[src/rtl/fetch_stage_pkg.sv]
// rtl/fetch_stage_pkg.sv - shared core constants and IF/ID payload type
// Purpose: default widths, reset values and the PC stride for the fetch stage,
//          plus the packed IF/ID payload reused by the ID stage.
// Ports:   none (package).
// Config:  FETCH_PERF_CNT_EN enables the fetch-stage perf counters in fetch_stage.
package fetch_stage_pkg;

  localparam int unsigned DEF_ADDR_W    = 32;
  localparam int unsigned DEF_INSTR_W   = 32;
  localparam logic [31:0] DEF_RESET_PC  = 32'h0000_0000;
  localparam logic [31:0] DEF_NOP_INSTR = 32'h0000_0000;

  // Sequential fetch stride in bytes.
  localparam int unsigned PC_INC = 4;

  // Counters stop at all-ones rather than wrapping.
  localparam logic [31:0] CNT_MAX = 32'hFFFF_FFFF;

  typedef struct packed {
    logic [DEF_ADDR_W-1:0]  pc;
    logic [DEF_INSTR_W-1:0] instr;
    logic                   valid;
  } if_id_t;

endpackage

[src/rtl/fetch_stage_if_id_reg.sv]
// rtl/fetch_stage_if_id_reg.sv - IF/ID pipeline register with hold and flush
// Purpose: holds {pc, instr, valid} presented to ID. Priority rst > flush > hold > load.
// Ports:
//   clk, rst           clock, synchronous active-high reset
//   hold               keep current contents
//   flush              insert a bubble (NOP, pc 0, valid 0)
//   next_pc/next_instr payload loaded on an ordinary advance (valid becomes 1)
//   id_pc/id_instr/id_valid registered outputs to ID
module fetch_stage_if_id_reg
  import fetch_stage_pkg::*;
#(
  parameter int unsigned          ADDR_W    = DEF_ADDR_W,
  parameter int unsigned          INSTR_W   = DEF_INSTR_W,
  parameter logic [INSTR_W-1:0]   NOP_INSTR = INSTR_W'(DEF_NOP_INSTR)
) (
  input  logic               clk,
  input  logic               rst,
  input  logic               hold,
  input  logic               flush,
  input  logic [ADDR_W-1:0]  next_pc,
  input  logic [INSTR_W-1:0] next_instr,
  output logic [ADDR_W-1:0]  id_pc,
  output logic [INSTR_W-1:0] id_instr,
  output logic               id_valid
);

  always_ff @(posedge clk) begin
    if (rst || flush) begin
      id_pc    <= '0;
      id_instr <= NOP_INSTR;
      id_valid <= 1'b0;
    end else if (!hold) begin
      id_pc    <= next_pc;
      id_instr <= next_instr;
      id_valid <= 1'b1;
    end
  end

endmodule

[src/rtl/fetch_stage.sv]
// rtl/fetch_stage.sv - instruction fetch stage with PC, pending branch and IF/ID
// Purpose: drives instruction-memory address from the PC, advances/holds/redirects
//          the PC and fills the IF/ID register for the ID stage.
// Ports:
//   clk, rst                  clock, synchronous active-high reset
//   hazard                    ID stall: hold PC and IF/ID
//   mem_stall                 SRAM busy: freeze everything, remember any branch
//   branch_taken/branch_addr  EXE redirect request and target
//   imem_addr/imem_rdata      combinational instruction-memory port (addr = PC)
//   id_pc/id_instr/id_valid   IF/ID contents (id_pc is PC+4 of the instruction)
//   stall_cycles/flush_count  perf counters, present only with FETCH_PERF_CNT_EN
// Config:  `define FETCH_PERF_CNT_EN to build the saturating perf counters;
//          otherwise both counter outputs are tied to zero.
module fetch_stage
  import fetch_stage_pkg::*;
#(
  parameter int unsigned        ADDR_W    = DEF_ADDR_W,
  parameter int unsigned        INSTR_W   = DEF_INSTR_W,
  parameter logic [ADDR_W-1:0]  RESET_PC  = ADDR_W'(DEF_RESET_PC),
  parameter logic [INSTR_W-1:0] NOP_INSTR = INSTR_W'(DEF_NOP_INSTR)
) (
  input  logic               clk,
  input  logic               rst,
  input  logic               hazard,
  input  logic               mem_stall,
  input  logic               branch_taken,
  input  logic [ADDR_W-1:0]  branch_addr,
  output logic [ADDR_W-1:0]  imem_addr,
  input  logic [INSTR_W-1:0] imem_rdata,
  output logic [ADDR_W-1:0]  id_pc,
  output logic [INSTR_W-1:0] id_instr,
  output logic               id_valid,
  output logic [31:0]        stall_cycles,
  output logic [31:0]        flush_count
);

  logic [ADDR_W-1:0] pc;
  logic              pend_br;
  logic [ADDR_W-1:0] pend_addr;

  logic              eb;          // effective branch: live request or one remembered across a stall
  logic              br_apply;    // branch actually redirects the PC this edge
  logic              stall_edge;  // PC held for a stall rather than a redirect
  logic [ADDR_W-1:0] pc_plus4;
  logic [ADDR_W-1:0] br_target;

  assign imem_addr  = pc;
  assign eb         = branch_taken | pend_br;
  assign br_apply   = eb & ~mem_stall;
  assign stall_edge = mem_stall | (hazard & ~eb);
  assign pc_plus4   = pc + ADDR_W'(PC_INC);

  // A live request wins over one saved during a stall; the target is word-aligned.
  always_comb begin
    br_target = branch_taken ? branch_addr : pend_addr;
    br_target[1:0] = 2'b00;
  end

  always_ff @(posedge clk) begin
    if (rst) begin
      pc        <= RESET_PC;
      pend_br   <= 1'b0;
      pend_addr <= '0;
    end else if (mem_stall) begin
      // Remember the branch so it is not lost while the pipeline is frozen.
      if (branch_taken) begin
        pend_br   <= 1'b1;
        pend_addr <= branch_addr;
      end
    end else if (eb) begin
      pc      <= br_target;
      pend_br <= 1'b0;
    end else if (!hazard) begin
      pc <= pc_plus4;
    end
  end

  fetch_stage_if_id_reg #(
    .ADDR_W    (ADDR_W),
    .INSTR_W   (INSTR_W),
    .NOP_INSTR (NOP_INSTR)
  ) u_if_id_reg (
    .clk        (clk),
    .rst        (rst),
    .hold       (stall_edge),
    .flush      (br_apply),
    .next_pc    (pc_plus4),
    .next_instr (imem_rdata),
    .id_pc      (id_pc),
    .id_instr   (id_instr),
    .id_valid   (id_valid)
  );

`ifdef FETCH_PERF_CNT_EN
  logic [31:0] stall_cnt;
  logic [31:0] flush_cnt;

  always_ff @(posedge clk) begin
    if (rst) begin
      stall_cnt <= '0;
      flush_cnt <= '0;
    end else begin
      if (stall_edge && stall_cnt != CNT_MAX) stall_cnt <= stall_cnt + 32'd1;
      if (br_apply && flush_cnt != CNT_MAX)   flush_cnt <= flush_cnt + 32'd1;
    end
  end

  assign stall_cycles = stall_cnt;
  assign flush_count  = flush_cnt;
`else
  assign stall_cycles = '0;
  assign flush_count  = '0;
`endif

endmodule
[config.mk]
export PLATFORM = sky130hd
export DESIGN_NAME = fetch_stage
export DESIGN_NICKNAME = d
export VERILOG_FILES = /design/src/rtl/fetch_stage_pkg.sv /design/src/rtl/fetch_stage_if_id_reg.sv /design/src/rtl/fetch_stage.sv
export SDC_FILE = /design/constraint.sdc
export NUM_CORES = 1
export LEC_CHECK = 0
export ABC_AREA = 1
export CORE_AREA = 4 4 120 122
export CTS_CLUSTER_DIAMETER = 40
export DETAILED_ROUTE_END_ITERATION = 6
export DIE_AREA = 0 0 124 126
export PLACE_DENSITY = 0.93
export REMOVE_ABC_BUFFERS = 1
export SLEW_MARGIN = 10
export SYNTH_ARGS = -nofsm -noshare
export SYNTH_HDL_FRONTEND = slang
export SYNTH_SLANG_ARGS = --single-unit
[constraint.sdc]
create_clock -name clk -period 3 [get_ports clk]
set_input_delay 0.6 -clock clk [delete_from_list [all_inputs] [get_ports clk]]
set_output_delay 0.6 -clock clk [all_outputs]
set_load 0.01 [all_outputs]
---- Word-level counts from Yosys, hierarchy flattened ----
Index checks and enable logic that the tools add are counted.
cells by class
  multiplexer cells ....................... 6
  bitwise operators ....................... 6
  equal/unequal tests ..................... 2
  add/subtract/negate cells ............... 1
  reductions and logical operators ........ 5
operators by type and width
  kind                   count
  $mux 32                3
  $add 32x3->32 const B  1
  $reduce_and 2->1       3
  $ne 2x1->1 const B     2
  $mux 1                 3
  $and 1x1->1            2
  $not 1->1              2
  $or 1x1->1             2
  $reduce_bool 2->1      1
  $logic_or 1x1->1       1
storage, ports and cells
  bits in registers ....................... 130
  word-level logic and storage cells ...... 27

---- Longest topological paths before layout ----
  depth in word-level cells ............... 4
  gate-level depth with buffers ........... 10
  depth with buffers taken out ............ 10

---- Modules after synthesis ----
From an unflattened synthesis, not the netlist that was laid out.
unflattened totals
  cell total of the unflattened synthesis .. 1056
  area, all modules ....................... 6957.9 µm²
modules (own cells, without submodules)
  module                 area each (µm²)  cells an instance  instances
  fetch_stage            4299.1           647                1
  fetch_stage_if_id_reg  2658.8           409                1

---- Worst setup path after synthesis ----
Ideal clock, no wire load.
  path kind ............................... register to register
  start ................................... register pc[2], in the netlist imem_addr[2]
  end ..................................... register u_if_id_reg.id_pc[24]
  arrival time ............................ 1.431 ns
  path slack .............................. 1.453 ns
  stages on the path, launching flop included .. 11
  setup time .............................. 0.115 ns
  path buffers ............................ 0
  clock period less this slack ............ 1.547 ns
  required time ........................... 2.885 ns
  cells stage by stage .................... dfxtp_1 > ha_1 > nand2_2 > nor2_4 > nand2_1 > nor2_4 > nand2_1 > nand2_1 > nand2_1 > o21ai_0 > inv_1
between the ends
  cells in the longest elaborated chain, start to end .. 1
RTL lines
  item                    line                         text
  from (decl)             fetch_stage.sv:37            logic [ADDR_W-1:0] pc;
  from (signal assigned)  fetch_stage.sv:71            pc <= br_target;
  from (signal assigned)  fetch_stage.sv:74            pc <= pc_plus4;
  $add 32x3->32           fetch_stage.sv:51            assign pc_plus4 = pc + ADDR_W'(PC_INC);
  to (signal assigned)    fetch_stage_if_id_reg.sv:33  id_pc <= next_pc;
  to (decl)               fetch_stage_if_id_reg.sv:22  output logic [ADDR_W-1:0] id_pc,
Every way passes these cells.
A chain may end at the register's enable or synchronous reset.

---- Final worst setup path ----
  start ................................... input mem_stall
  end ..................................... register u_if_id_reg.id_pc[29]
between the ends
  cells in the longest elaborated chain, start to end .. 3
RTL lines
  item                 line                         text
  from (decl)          fetch_stage.sv:25            input logic mem_stall,
  $not 1->1 (no line)  --
  $and 1x1->1          fetch_stage.sv:49            assign br_apply = eb & ~mem_stall;
  $logic_or 1x1->1     fetch_stage_if_id_reg.sv:28  if (rst || flush) begin
Parallel ways exist; a longest one is shown, timed or not.

==> results.py <==
metrics = {
    "sta": {
        "finalClockSkew_ns": 0.00712,
        "fin_crit_ns": 2.17,
        "tns_ns": 0,
        "fin_crit_sh": 0.723,
        "rsz0062_at_grt": "false",
        "holdWs_ns": 0.473,
        "hold_viol": 0,
        "tightest_slew_ns": 0.563,
        "fmax_mhz": 461,
        "drv_slew": 0,
        "setup_violations": 0,
        "relSlewSlack": 0.624,
    },
    "critical_path": {
        "start_kind": "input pin",
        "cpLargestDelayFamily": "buffers and inverters",
        "critPathSlowestCell": "clkdlybuf4s50_1",
        "path_buf_inv": 5,
        "crit_fanout": 39,
        "slowest_delay_ns": 0.52,
        "worst-setup-path-type": "input pin to flop",
        "worstPathRequired_ns": 3.36,
        "worstPathCellList": "clkdlybuf4s50_1, inv_1, nand2_2, inv_2, buf_4, nor2_1, nor2_1, o21ai_0, inv_1",
        "crit_arrival_ns": 2.53,
        "r2r_slack_ns": 1.23,
        "worst_setup_path_end_kind": "flop",
    },
    "clock_tree": {
        "root_buffer": "clkbuf_16",
        "cts-resized-gates": 0,
        "cts.sinks": 124,
        "cts_made_buffers": 17,
        "cts_setup_buffers": 0,
        "clock_path_buffers": 2,
        "clkTransAtPathRegs_ns": 0.06,
        "cts_tree": "built",
        "htree_levels": 4,
        "ctsHoldBuffers": 0,
        "clk_latency_ns": 0.42,
    },
    "synthesis": {
        "netlist.area_leader.share": 0.389,
        "ys.flop_type": "dfxtp_1",
        "syn_area_um2": 6380,
        "synth-seq-cells": 124,
        "ys_top_cells_by_count": "nor2_1, nand2_1, dfxtp_1, o21ai_0, inv_1",
        "ys_seq_area_frac": 0.389,
        "synth_cells": 923,
        "synth_most_common_cell": "nor2_1",
        "synth_cell_types": 34,
        "synth_area_leaders": "dfxtp_1, nor2_1, o21ai_0",
        "synth_top_area_cell": "dfxtp_1",
        "avgSynthCellArea_um2": 6.92,
        "async_reset_ff_frac": 0,
        "synth_enable_flop_cells": 0,
        "yosysWarnings": 0,
    },
    "route": {
        "dr.pass1.iters": 5,
        "vias": 6122,
        "wirelength_mm": 17.4,
        "vias_per_cell": 4.89,
        "drt_iter0_markers": 498,
        "ant_nets": 0,
        "wl_per_cell_um": 13.9,
        "drc": 0,
    },
    "layout": {
        "nets": 1133,
        "area_growth_pct": 31.7,
        "n_antenna_cell": 0,
        "stdcell_count": 1252,
        "drive_gt1_frac": 0.0660,
        "fin_area_um2": 8410,
    },
    "floorplan": {
        "fp.coreArea_um2": 13200,
        "die_area_um2": 15600,
        "ios": 230,
        "start_util": 0.484,
        "die_height_um": 126,
        "die_w_um": 124,
        "rows": 42,
    },
    "grt": {
        "grt_pass1_vias": 5690,
        "grt_antenna_before_repair": 0,
        "grt_max_degree": 61,
        "grt_overflow": 0,
        "grt_usage": 0.223,
        "grt_pass1_wl_mm": 27.9,
    },
    "status": {
        "status": "complete, no violations",
    },
    "place": {
        "placed_area_um2": 7790,
        "placedCellCount": 1220,
        "io_buffers": 159,
        "gp_congestion": 0.942,
        "dpl.hpwl_mm": 12.6,
    },
    "min_path": {
        "hold_path_class": "flop to flop",
    },
    "flow_run": {
        "maxCapViolCount": 0,
    },
    "power_and_ir_drop": {
        "peakVddDrop_v": 0.000422,
        "totalPowerFinal_w": 0.00473,
        "p_leak_nw": 3.79,
        "p_per_area_nw_per_um2": 562,
    },
}
[stage by stage]
step,setup WS (ns),utilization
global placement,0.501,0.591
CTS,0.842,0.637
detailed placement,0.411,0.591
finish,0.830,0.637
global route,0.681,0.637
floorplan,-0.747,-
[path summary, 6_finish.rpt]
check / start / to / cells after the start
max reg2reg: imem_addr[2] / imem_addr[16] / 8
min reg2reg: pend_addr[11] / pend_addr[11] / 2
min: pend_addr[11] / pend_addr[11] / 2
max: mem_stall / u_if_id_reg.id_pc[29] / 9
[tightest hold or removal path: cells and delay by family, from the launching register on]
kind / cells / cell delay [ns]
AO/OA/AOI/OAI: 1 / 0.08
buffers and inverters: 1 / 0.05
flip-flops: 1 / 0.32
[cells in the final DEF, fill, tap and decap left out, types with 6 or more instances in the layout]
cell type,netlist,layout
nor2_4,6,7
buf_4,74,11
nand3_1,8,8
o21ai_0,118,118
dfxtp_1,124,124
clkbuf_16,0,17
a21oi_1,45,45
nand3b_1,7,7
or2_2,12,12
mux2i_1,9,9
o211ai_1,21,21
nand2_1,141,141
inv_1,83,83
xor2_1,10,10
conb_1,1,68
nor2_1,194,194
clkinv_2,0,6
clkdlybuf4s50_1,0,159
[sequential cells by signal, indices dropped and copies added, names as in the netlist]
signal	cells
imem_addr	30
u_if_id_reg.id_valid	1
u_if_id_reg.id_pc	30
pend_br	1
u_if_id_reg.id_instr	32
pend_addr	30
[power by group]
| part | leakage (nW) | switching (W) | internal [W] |
|---|---|---|---|
| Sequential | 1.02 | 0.0000899 | 0.00177 |
| Combinational | 2.46 | 0.000424 | 0.000358 |
| Clock | 0.301 | 0.000726 | 0.00136 |
| Total | 3.79 | 0.00124 | 0.00349 |
[metal layers]
metal	wire length [um]	vias up	GRT usage
li1	-	3050	-
met3	1740	47	0.0659
met1	6630	2740	0.261
met4	579	0	0.104
met2	8470	285	0.373
met5	0	-	0
[final cells by class]
type | instances | area, um2
Multi-Input combinational cell | 664 | 3080
Timing Repair Buffer | 171 | 1690
Clock buffer | 20 | 467
Clock inverter | 12 | 144
Tap cell | 176 | 220
Inverter | 85 | 319
Fill cell | 1089 | 4780
Sequential cell | 124 | 2480
[kinds of logic after synthesis]
logic type	Yosys count	share of synthesized area
and+or+nand+nor	378	0.244
buffers and inverters	202	0.169
AOI/OAI and AO/OA	193	0.161
DFF	124	0.389
xor gates and xnor gates	15	0.0206
muxes	9	0.0141
adders and majority gates	1	0.00196
other	1	0.000587
Note: power is estimated with default switching activity, not from simulation.
